## src/rtl/counter_ctrl_pkg.sv

```systemverilog
// counter_ctrl_pkg: shared types and constants for the LED counter controller.
//   mode_e     : operating mode encoding (MANUAL/AUTO_UP/AUTO_DOWN)
//   BTN_*      : bit positions of the buttons within the button bus
//   COUNT_W    : width of the LED count
//   count_step : one +1/-1 step of the count. It saturates when
//                COUNTER_CTRL_SATURATE_EN is defined and wraps otherwise.
package counter_ctrl_pkg;

  localparam int unsigned COUNT_W   = 4;
  localparam int unsigned NUM_BTN   = 4;

  localparam int unsigned BTN_UP    = 0;
  localparam int unsigned BTN_DOWN  = 1;
  localparam int unsigned BTN_MODE  = 2;
  localparam int unsigned BTN_CLEAR = 3;

  typedef enum logic [1:0] {
    MODE_MANUAL    = 2'd0,
    MODE_AUTO_UP   = 2'd1,
    MODE_AUTO_DOWN = 2'd2
  } mode_e;

  // Single count step in the requested direction
  function automatic logic [COUNT_W-1:0] count_step(input logic [COUNT_W-1:0] v,
                                                     input logic              up);
    logic [COUNT_W-1:0] res;
    if (up) begin
      res = v + COUNT_W'(1);
`ifdef COUNTER_CTRL_SATURATE_EN
      if (v == '1) res = v;
`endif
    end else begin
      res = v - COUNT_W'(1);
`ifdef COUNTER_CTRL_SATURATE_EN
      if (v == '0) res = v;
`endif
    end
    return res;
  endfunction

endpackage

```

## src/rtl/counter_ctrl_tick_gen.sv

```systemverilog
// tick_gen: free-running period counter that emits a one-cycle strobe every
// CYCLES clocks while enabled.
//   clk, rst : clock, asynchronous active-high reset
//   en       : run enable; the counter is held at 0 while low
//   restart  : synchronously returns the counter to 0 (re-phases the strobe)
//   tick     : registered strobe, high while the counter sits at CYCLES-1
module tick_gen #(
  parameter int unsigned CYCLES = 100_000_000
) (
  input  logic clk,
  input  logic rst,
  input  logic en,
  input  logic restart,
  output logic tick
);

  localparam int unsigned CNT_W = (CYCLES > 2) ? $clog2(CYCLES) : 1;
  localparam logic [CNT_W-1:0] LAST = CNT_W'(CYCLES - 1);

  logic [CNT_W-1:0] r_cnt;
  logic [CNT_W-1:0] w_cnt_next;
  logic             r_tick;

  // Next count: cleared when disabled/restarted, wraps after LAST
  always_comb begin
    w_cnt_next = r_cnt;
    if (!en || restart) begin
      w_cnt_next = '0;
    end else if (r_cnt == LAST) begin
      w_cnt_next = '0;
    end else begin
      w_cnt_next = r_cnt + CNT_W'(1);
    end
  end

  // The strobe is registered from the next count so it aligns with r_cnt==LAST
  always_ff @(posedge clk or posedge rst) begin
    if (rst) begin
      r_cnt  <= '0;
      r_tick <= 1'b0;
    end else begin
      r_cnt  <= w_cnt_next;
      r_tick <= (w_cnt_next == LAST);
    end
  end

  assign tick = r_tick;

endmodule

```

## src/rtl/counter_ctrl.sv

```systemverilog
// counter_ctrl: button-driven sequencer for the 4-bit LED counter.
// It synchronizes the buttons, detects presses, arbitrates them
// (clear > mode > up > down) and steps the count manually or once per
// CYCLES_PER_SECOND clocks in the auto modes.
//   clk, rst : clock, asynchronous active-high reset
//   buttons  : raw async buttons [0] up, [1] down, [2] mode, [3] clear
//   leds     : current count
//   mode     : current mode (mode_e)
//   tick     : auto-step strobe
// Build option: define COUNTER_CTRL_SATURATE_EN to make the count saturate.
// By default it wraps modulo 16.
module counter_ctrl
  import counter_ctrl_pkg::*;
#(
  parameter int unsigned CYCLES_PER_SECOND = 100_000_000
) (
  input  logic         clk,
  input  logic         rst,
  input  logic [3:0]   buttons,
  output logic [3:0]   leds,
  output logic [1:0]   mode,
  output logic         tick
);

  logic [NUM_BTN-1:0] r_sync1;
  logic [NUM_BTN-1:0] r_sync2;
  logic [NUM_BTN-1:0] r_hist;
  logic [NUM_BTN-1:0] w_press;

  mode_e              r_mode;
  mode_e              w_mode_next;
  logic [COUNT_W-1:0] r_count;
  logic [COUNT_W-1:0] w_count_next;

  logic               w_auto;
  logic               w_restart;
  logic               w_tick;

  // Two-flop synchronizer plus history. Reset high so that a button held
  // across reset release does not register as a press.
  always_ff @(posedge clk or posedge rst) begin
    if (rst) begin
      r_sync1 <= '1;
      r_sync2 <= '1;
      r_hist  <= '1;
    end else begin
      r_sync1 <= buttons;
      r_sync2 <= r_sync1;
      r_hist  <= r_sync2;
    end
  end

  assign w_press   = r_sync2 & ~r_hist;
  assign w_auto    = (r_mode == MODE_AUTO_UP) || (r_mode == MODE_AUTO_DOWN);
  assign w_restart = w_press[BTN_CLEAR] | w_press[BTN_MODE];

  tick_gen #(
    .CYCLES (CYCLES_PER_SECOND)
  ) u_tick_gen (
    .clk     (clk),
    .rst     (rst),
    .en      (w_auto),
    .restart (w_restart),
    .tick    (w_tick)
  );

  // Mode and count state registers
  always_ff @(posedge clk or posedge rst) begin
    if (rst) begin
      r_mode  <= MODE_MANUAL;
      r_count <= '0;
    end else begin
      r_mode  <= w_mode_next;
      r_count <= w_count_next;
    end
  end

  // Arbitration, next mode and next count. Any press consumes the cycle, so a
  // coincident tick is dropped.
  always_comb begin
    w_mode_next  = r_mode;
    w_count_next = r_count;
    if (w_press[BTN_CLEAR]) begin
      w_count_next = '0;
    end else if (w_press[BTN_MODE]) begin
      case (r_mode)
        MODE_MANUAL:  w_mode_next = MODE_AUTO_UP;
        MODE_AUTO_UP: w_mode_next = MODE_AUTO_DOWN;
        default:      w_mode_next = MODE_MANUAL;
      endcase
    end else if (w_press[BTN_UP]) begin
      if (r_mode == MODE_MANUAL) w_count_next = count_step(r_count, 1'b1);
    end else if (w_press[BTN_DOWN]) begin
      if (r_mode == MODE_MANUAL) w_count_next = count_step(r_count, 1'b0);
    end else if (w_tick) begin
      if (r_mode == MODE_AUTO_UP)   w_count_next = count_step(r_count, 1'b1);
      if (r_mode == MODE_AUTO_DOWN) w_count_next = count_step(r_count, 1'b0);
    end
    // The unused encoding falls back to MANUAL
    if (!(r_mode inside {MODE_MANUAL, MODE_AUTO_UP, MODE_AUTO_DOWN})) begin
      w_mode_next = MODE_MANUAL;
    end
  end

  assign leds = r_count;
  assign mode = r_mode;
  assign tick = w_tick;

endmodule

```

## config.mk

```make
export PLATFORM = sky130hd
export DESIGN_NAME = counter_ctrl
export DESIGN_NICKNAME = d
export VERILOG_FILES = /design/src/rtl/counter_ctrl_pkg.sv /design/src/rtl/counter_ctrl_tick_gen.sv /design/src/rtl/counter_ctrl.sv
export SDC_FILE = /design/constraint.sdc
export NUM_CORES = 1
export LEC_CHECK = 0
export CORE_MARGIN = 3
export CORE_UTILIZATION = 25
export DETAILED_ROUTE_END_ITERATION = 7
export PLACE_DENSITY = 0.38
export SLEW_MARGIN = 30
export SYNTH_ARGS = -nofsm -noshare
export SYNTH_HDL_FRONTEND = slang
export SYNTH_SLANG_ARGS = --single-unit
```

## constraint.sdc

```tcl
create_clock -name clk -period 3.84 [get_ports clk]
set_input_delay 0.384 -clock clk [delete_from_list [all_inputs] [get_ports clk]]
set_output_delay 0.384 -clock clk [all_outputs]
set_load 0.02 [all_outputs]
```

After elaboration in Yosys (flattened, before gate mapping)
Cells that the tools add are included.

storage, ports and cells
  register bits after elaboration = 46
  input port bits = 6
  output and inout port bits = 7
  word-level logic and storage cells = 46

cells by class
  $add $sub $neg = 3
  equal/unequal tests = 9
  muxes and demuxes = 15
  bitwise logic cells = 3
  reduce and logical (&&, ||, !) cells = 9

operator list
  kind                     number
  $eq A27 B27 Y1 const B   2
  $mux W27                 2
  $mux W4                  9
  $add A27 B1 Y27 const B  1
  $mux W2                  3
  $ne A3 B1 Y1 const B     2
  $reduce_and A5 Y1        1
  $reduce_bool A5 Y1       1
  $add A4 B1 Y4 const B    1
  $and A4 B4 Y4            1
  $ne A2 B2 Y1 const B     2
  $not A4 Y4               1
  $pmux W2 S2              1
  $reduce_bool A4 Y1       1
  $sub A4 B1 Y4 const B    1
  $reduce_bool A3 Y1       1
  $eq A2 B1 Y1 const B     1
  $eq A2 B2 Y1 const B     1
  $logic_not A2 Y1         1
  $logic_or A1 B1 Y1       2
  $ne A2 B1 Y1 const B     1
  $reduce_and A2 Y1        1
  $logic_not A1 Y1         1
  $or A1 B1 Y1             1

Depth between registers and ports, before layout
  word-level depth = 8
  depth in mapped cells = 8
  mapped depth without buffers = 8

Hierarchy
From an unflattened synthesis, not the netlist that was laid out.

unflattened totals
  cells, all modules = 246
  area, all modules = 2,504.9 µm²

modules (own cells, without submodules)
  module        times used  cells each  area an instance (µm²)
  tick_gen      1           186         1,697.9
  counter_ctrl  1           60          807.0

Worst setup path before layout
OpenSTA, ideal clock, no wires.

  kind = reg-to-reg
  start = reg u_tick_gen.r_cnt[8]
  end = reg u_tick_gen.r_tick (netlist: u_tick_gen.tick)
  data arrival time = 2.207 ns
  data required time = 3.772 ns
  path slack = 1.565 ns
  cell stages (with the launch flop) = 9
  buffers on the path = 2
  period minus slack after synthesis = 2.275 ns
  path through = dfrtp_1 -> buf_2 -> and4_4 -> nand4_4 -> or2_0 -> buf_2 -> or4_1 -> a2111oi_0 -> and4_1

between the ends
  cells in the longest elaborated chain, start to end = 4
  elaborated cells on any way between the ends = 5

RTL lines
  what                                               RTL line                                                  RTL
  start, declared                                    counter_ctrl_tick_gen.sv:20                               logic [CNT_W-1:0] r_cnt;
  start signal, assigned                             counter_ctrl_tick_gen.sv:42                               r_cnt <= w_cnt_next;
  $add A27 B1 Y27 or $eq A27 B27 Y1 (tied branches)  counter_ctrl_tick_gen.sv:32, counter_ctrl_tick_gen.sv:29
  $mux W27 (*)                                       counter_ctrl_tick_gen.sv:29                               end else if (r_cnt == LAST) begin
  $mux W27 (*)                                       counter_ctrl_tick_gen.sv:27                               if (!en || restart) begin
  $eq A27 B27 Y1 (*)                                 counter_ctrl_tick_gen.sv:43                               r_tick <= (w_cnt_next == LAST);
  end signal, assigned                               counter_ctrl_tick_gen.sv:43
  end, declared                                      counter_ctrl_tick_gen.sv:22                               logic r_tick;

Every way passes the cells marked *; elsewhere a longest branch is shown, timed or not.
A chain may end at the register's enable or synchronous reset.

Worst setup path in the final report
Same ends and word-level chain as after synthesis.

==> impl_results.md <==
* Outcome: finished, final reports clean
* Core Region at 0.00889 mm²
* Htree depth at 2
* Remaining routing DRC violations at 0
* Post-synthesis async set-or-reset flop share at between 90% and 100%
* Yosys cell types at 40
* Clock tree from TritonCTS: done
* Register-to-register path setup slack at 1380 ps
* Tightest Hold Check Type: reg -> reg
* Synthesized area per cell at roughly 10 µm²
* Overall via count from detail_route at about 1,600
* HPWL after detailed placement at around 3.5 mm
* Syn-to-layout area delta at 13.9%
* Worst Hold End: r_sync2[1]
* N_diodes at 0
* Setup bufs post-CTS at 0
* Sequential element share of the synthesized area at about half
* Drt initial violations at 56
* Pin count of the biggest net entering global routing at 47
* Initial Utilization at 26.2%
* Class of the most critical setup path: reg -> reg
* Count of antenna-violating nets left after detailed routing at 0
* Global-route wire length before repair at between 8 and 9 mm
* Fraction of final layout cells with drive strength greater than 1 at between 10% and 20%
* Total Die Area at between 0.01 and 0.015 mm²
* Share of total power consumed by net switching at 34.3%
* Width of the die at around 100 µm
* Number of enable flip-flop cells after synthesis at 0
* Share of the core filled with cells at approximately 30%
* Final Critical Period at between 2000 and 2500 ps
* Cells taking the most area after synthesis: dfrtp_1 36%, dfstp_2 14%, nor2_1 6.8%, xor2_1 6.4%, xnor2_1 4.9%
* Pins Over Slew Limit at 0
* Final RePlAce weighted congestion at roughly 0.78
* LEAKAGE at 1.05 nW
* Required @ worst endpoint at a little over 4000 ps
* Final setup skew at ~14 ps
* Maximum fanout along the worst path at 8
* Cell Area, Placed at 0.00256 mm²
* Area of the mapped netlist at about 0.0023 mm²
* Final setup violation count at 0
* Cell row count at 34
* Post-Syn Nets at ~250
* Count of TritonRoute iterations in the first routing pass at 4
* Synthesized netlist cell count at roughly 230
* Post-Layout Inst Area at between 0.002 and 0.003 mm²
* Number of nets in the layout at about 260
* Net load switching power at between 0.0004 and 0.0005 W
* Total clock buffers created by CTS at 5
* FF+latch count, synth at 46
* Synth top cells by count: 42 x nor2_1, 34 x dfrtp_1, 17 x xor2_1, 13 x xnor2_1
* Relative slew margins at 55.0%
* Reg2reg path depth at 6
* Clock power share at approximately a quarter
* Number of sinks handled by clock tree synthesis at 46
* Most used flip-flop cell after synthesis: dfrtp_1
* R2R Path Start: u_tick_gen.r_cnt[8]
* Fraction of power consumed by combinational cells at about a quarter
* Fin Setup TNS at 0 ps
* # port buffers at 12
* Beginning of the worst hold path: r_sync1[1]
* Antenna violations before repair at 0
* RSZ-0062 raised after global routing: false
* Count of cells resized by post-cts repair at 0
* Height of the chip at 103 µm
* Cell internal power dissipation at slightly below 0.0008 W
* Critical Path Sink Type: flip-flop
* Average wire per standard cell at roughly 14 µm
* Clock latency of the later-clocked register in the worst-skew pair at roughly 310 ps
* Area share of the largest cell type after synthesis at 36.5%
* Capturing point of the worst reg2reg path: u_tick_gen.tick
* Clock tree buffer depth at 2
* Per-cell via count in the routed design at roughly 4.7
* Total of warnings raised by yosys at 0
* Worst Hold Depth at 0
* Category of the worst setup path launch point: flip-flop
* Via count of the first global-routing pass at ~1,600
* Maximum clock frequency at between 400 and 500 MHz
* Worst VDD drop at 149 µV
* Global router's overall resource usage at around 10%
* Max-cap check violation count at 0
* PD cells at ~450 mW/mm²
* Final Cycle Share at approximately 64%
* CTS Hold Buffers Added at 0
* Arrival time at the worst endpoint at approximately 2700 ps
* IO Pins at 13
* Pin slew with the least headroom to its limit at about 670 ps
* Total congestion overflow at 0
* Total detailed-routing wirelength at around 4.8 mm
* Clock input transition at the sequential cells of the worst setup and hold paths at around 100 ps
* Cell type with the largest total area after synthesis: dfrtp_1
* Part of the power in registers at a little under half
* Dominant cell by count in the synthesized netlist: nor2_1
* Number of endpoints with negative hold slack in the final report at 0
* Root buffer selected by CTS: clkbuf_8
[worst max-delay path, stage by stage, from the launching register on]
cell       delay, ps
dfrtp_1          490
and4_4           310
nand4_4          120
or2_0            350
or4_1            560
a2111oi_0        360
and4_1           220
[state kept, by name (all words and copies together) (netlist names)]
name	flops
r_hist	4
u_tick_gen.tick	1
r_sync2	4
u_tick_gen.r_cnt	27
r_sync1	4
leds	4
mode	2
[cells in the final DEF (no fill, tap or decap), types with 2 or more instances in the layout]
cell / Yosys / routed
nand3_1: 9 / 9
ha_1: 8 / 8
and4_1: 5 / 5
a31oi_1: 2 / 2
o21ai_0: 5 / 5
nand2_1: 12 / 12
and2_1: 2 / 2
a21oi_1: 4 / 4
nand2b_1: 2 / 2
nor2b_1: 4 / 4
and3_1: 2 / 2
or3_1: 2 / 2
dfrtp_1: 34 / 34
clkbuf_8: 0 / 5
nand4_1: 10 / 10
clkdlybuf4s50_1: 0 / 12
nor2_1: 42 / 42
nor4_1: 4 / 3
a211oi_1: 2 / 2
nor3_1: 7 / 7
dfstp_2: 12 / 12
inv_6: 0 / 3
inv_1: 7 / 6
xnor2_1: 13 / 13
xor2_1: 17 / 17
mux2_2: 4 / 4
[worst max path at each step]
stage | from | end | cells past startpoint | slack (ps)
finish | u_tick_gen.r_cnt[8] | u_tick_gen.tick | 6 | 1380
global route | u_tick_gen.r_cnt[8] | u_tick_gen.tick | 6 | 1130
CTS | u_tick_gen.r_cnt[0] | u_tick_gen.r_cnt[22] | 6 | 1140
detailed placement | u_tick_gen.r_cnt[0] | u_tick_gen.r_cnt[17] | 6 | 1160
global placement | u_tick_gen.r_cnt[0] | u_tick_gen.r_cnt[5] | 6 | 1180
floorplan | u_tick_gen.r_cnt[8] | u_tick_gen.tick | 8 | 1570
[power by group through the flow]
stage | Clock, W | Combinational, W | Sequential, W
after global placement | 0 | 0.000322 | 0.000586
after detailed placement | 0 | 0.000318 | 0.000587
after floorplan | 0 | 0.000171 | 0.000610
final | 0.000321 | 0.000310 | 0.000578
after CTS | 0.000338 | 0.000319 | 0.000578
after global routing | 0.000363 | 0.000355 | 0.000586
[through the flow]
step	std cells	worst slack [ps]	hold slack (ps)	total power, W
finish	352	1380	360	0.00121
global route	352	1130	367	0.00130
CTS	352	1140	363	0.00124
detailed placement	344	1160	347	0.000905
global placement	344	1180	346	0.000908
floorplan	232	1570	345	0.000781
[cell families after synthesis]
family	synth area share (%)
compound gates	4.72
xor+xnor	11.3
fa+ha+maj	4.29
buf+inv	2.90
flops	50.0
mux	1.93
simple gates	24.9
[metal layers]
layer  part of all wire (%)  wire [µm]  global-route usage [%]
met3                    4.1        196                    2.44
met4                    1.4         67                    3.33
met1                     50       2430                    14.8
met2                     44       2140                    14.6
met5                      0          0                       0
[cell type report]
type	instances	area [µm²]
multi-input cells	170	1110
repair buffers	13	128
fillers	916	6230
flip-flops and latches	46	1170
clock buffers	5	68.8
inverters	7	28.8
clock inverters	3	26.3
well taps	108	135
Note: power is estimated with default switching activity, not from simulation.
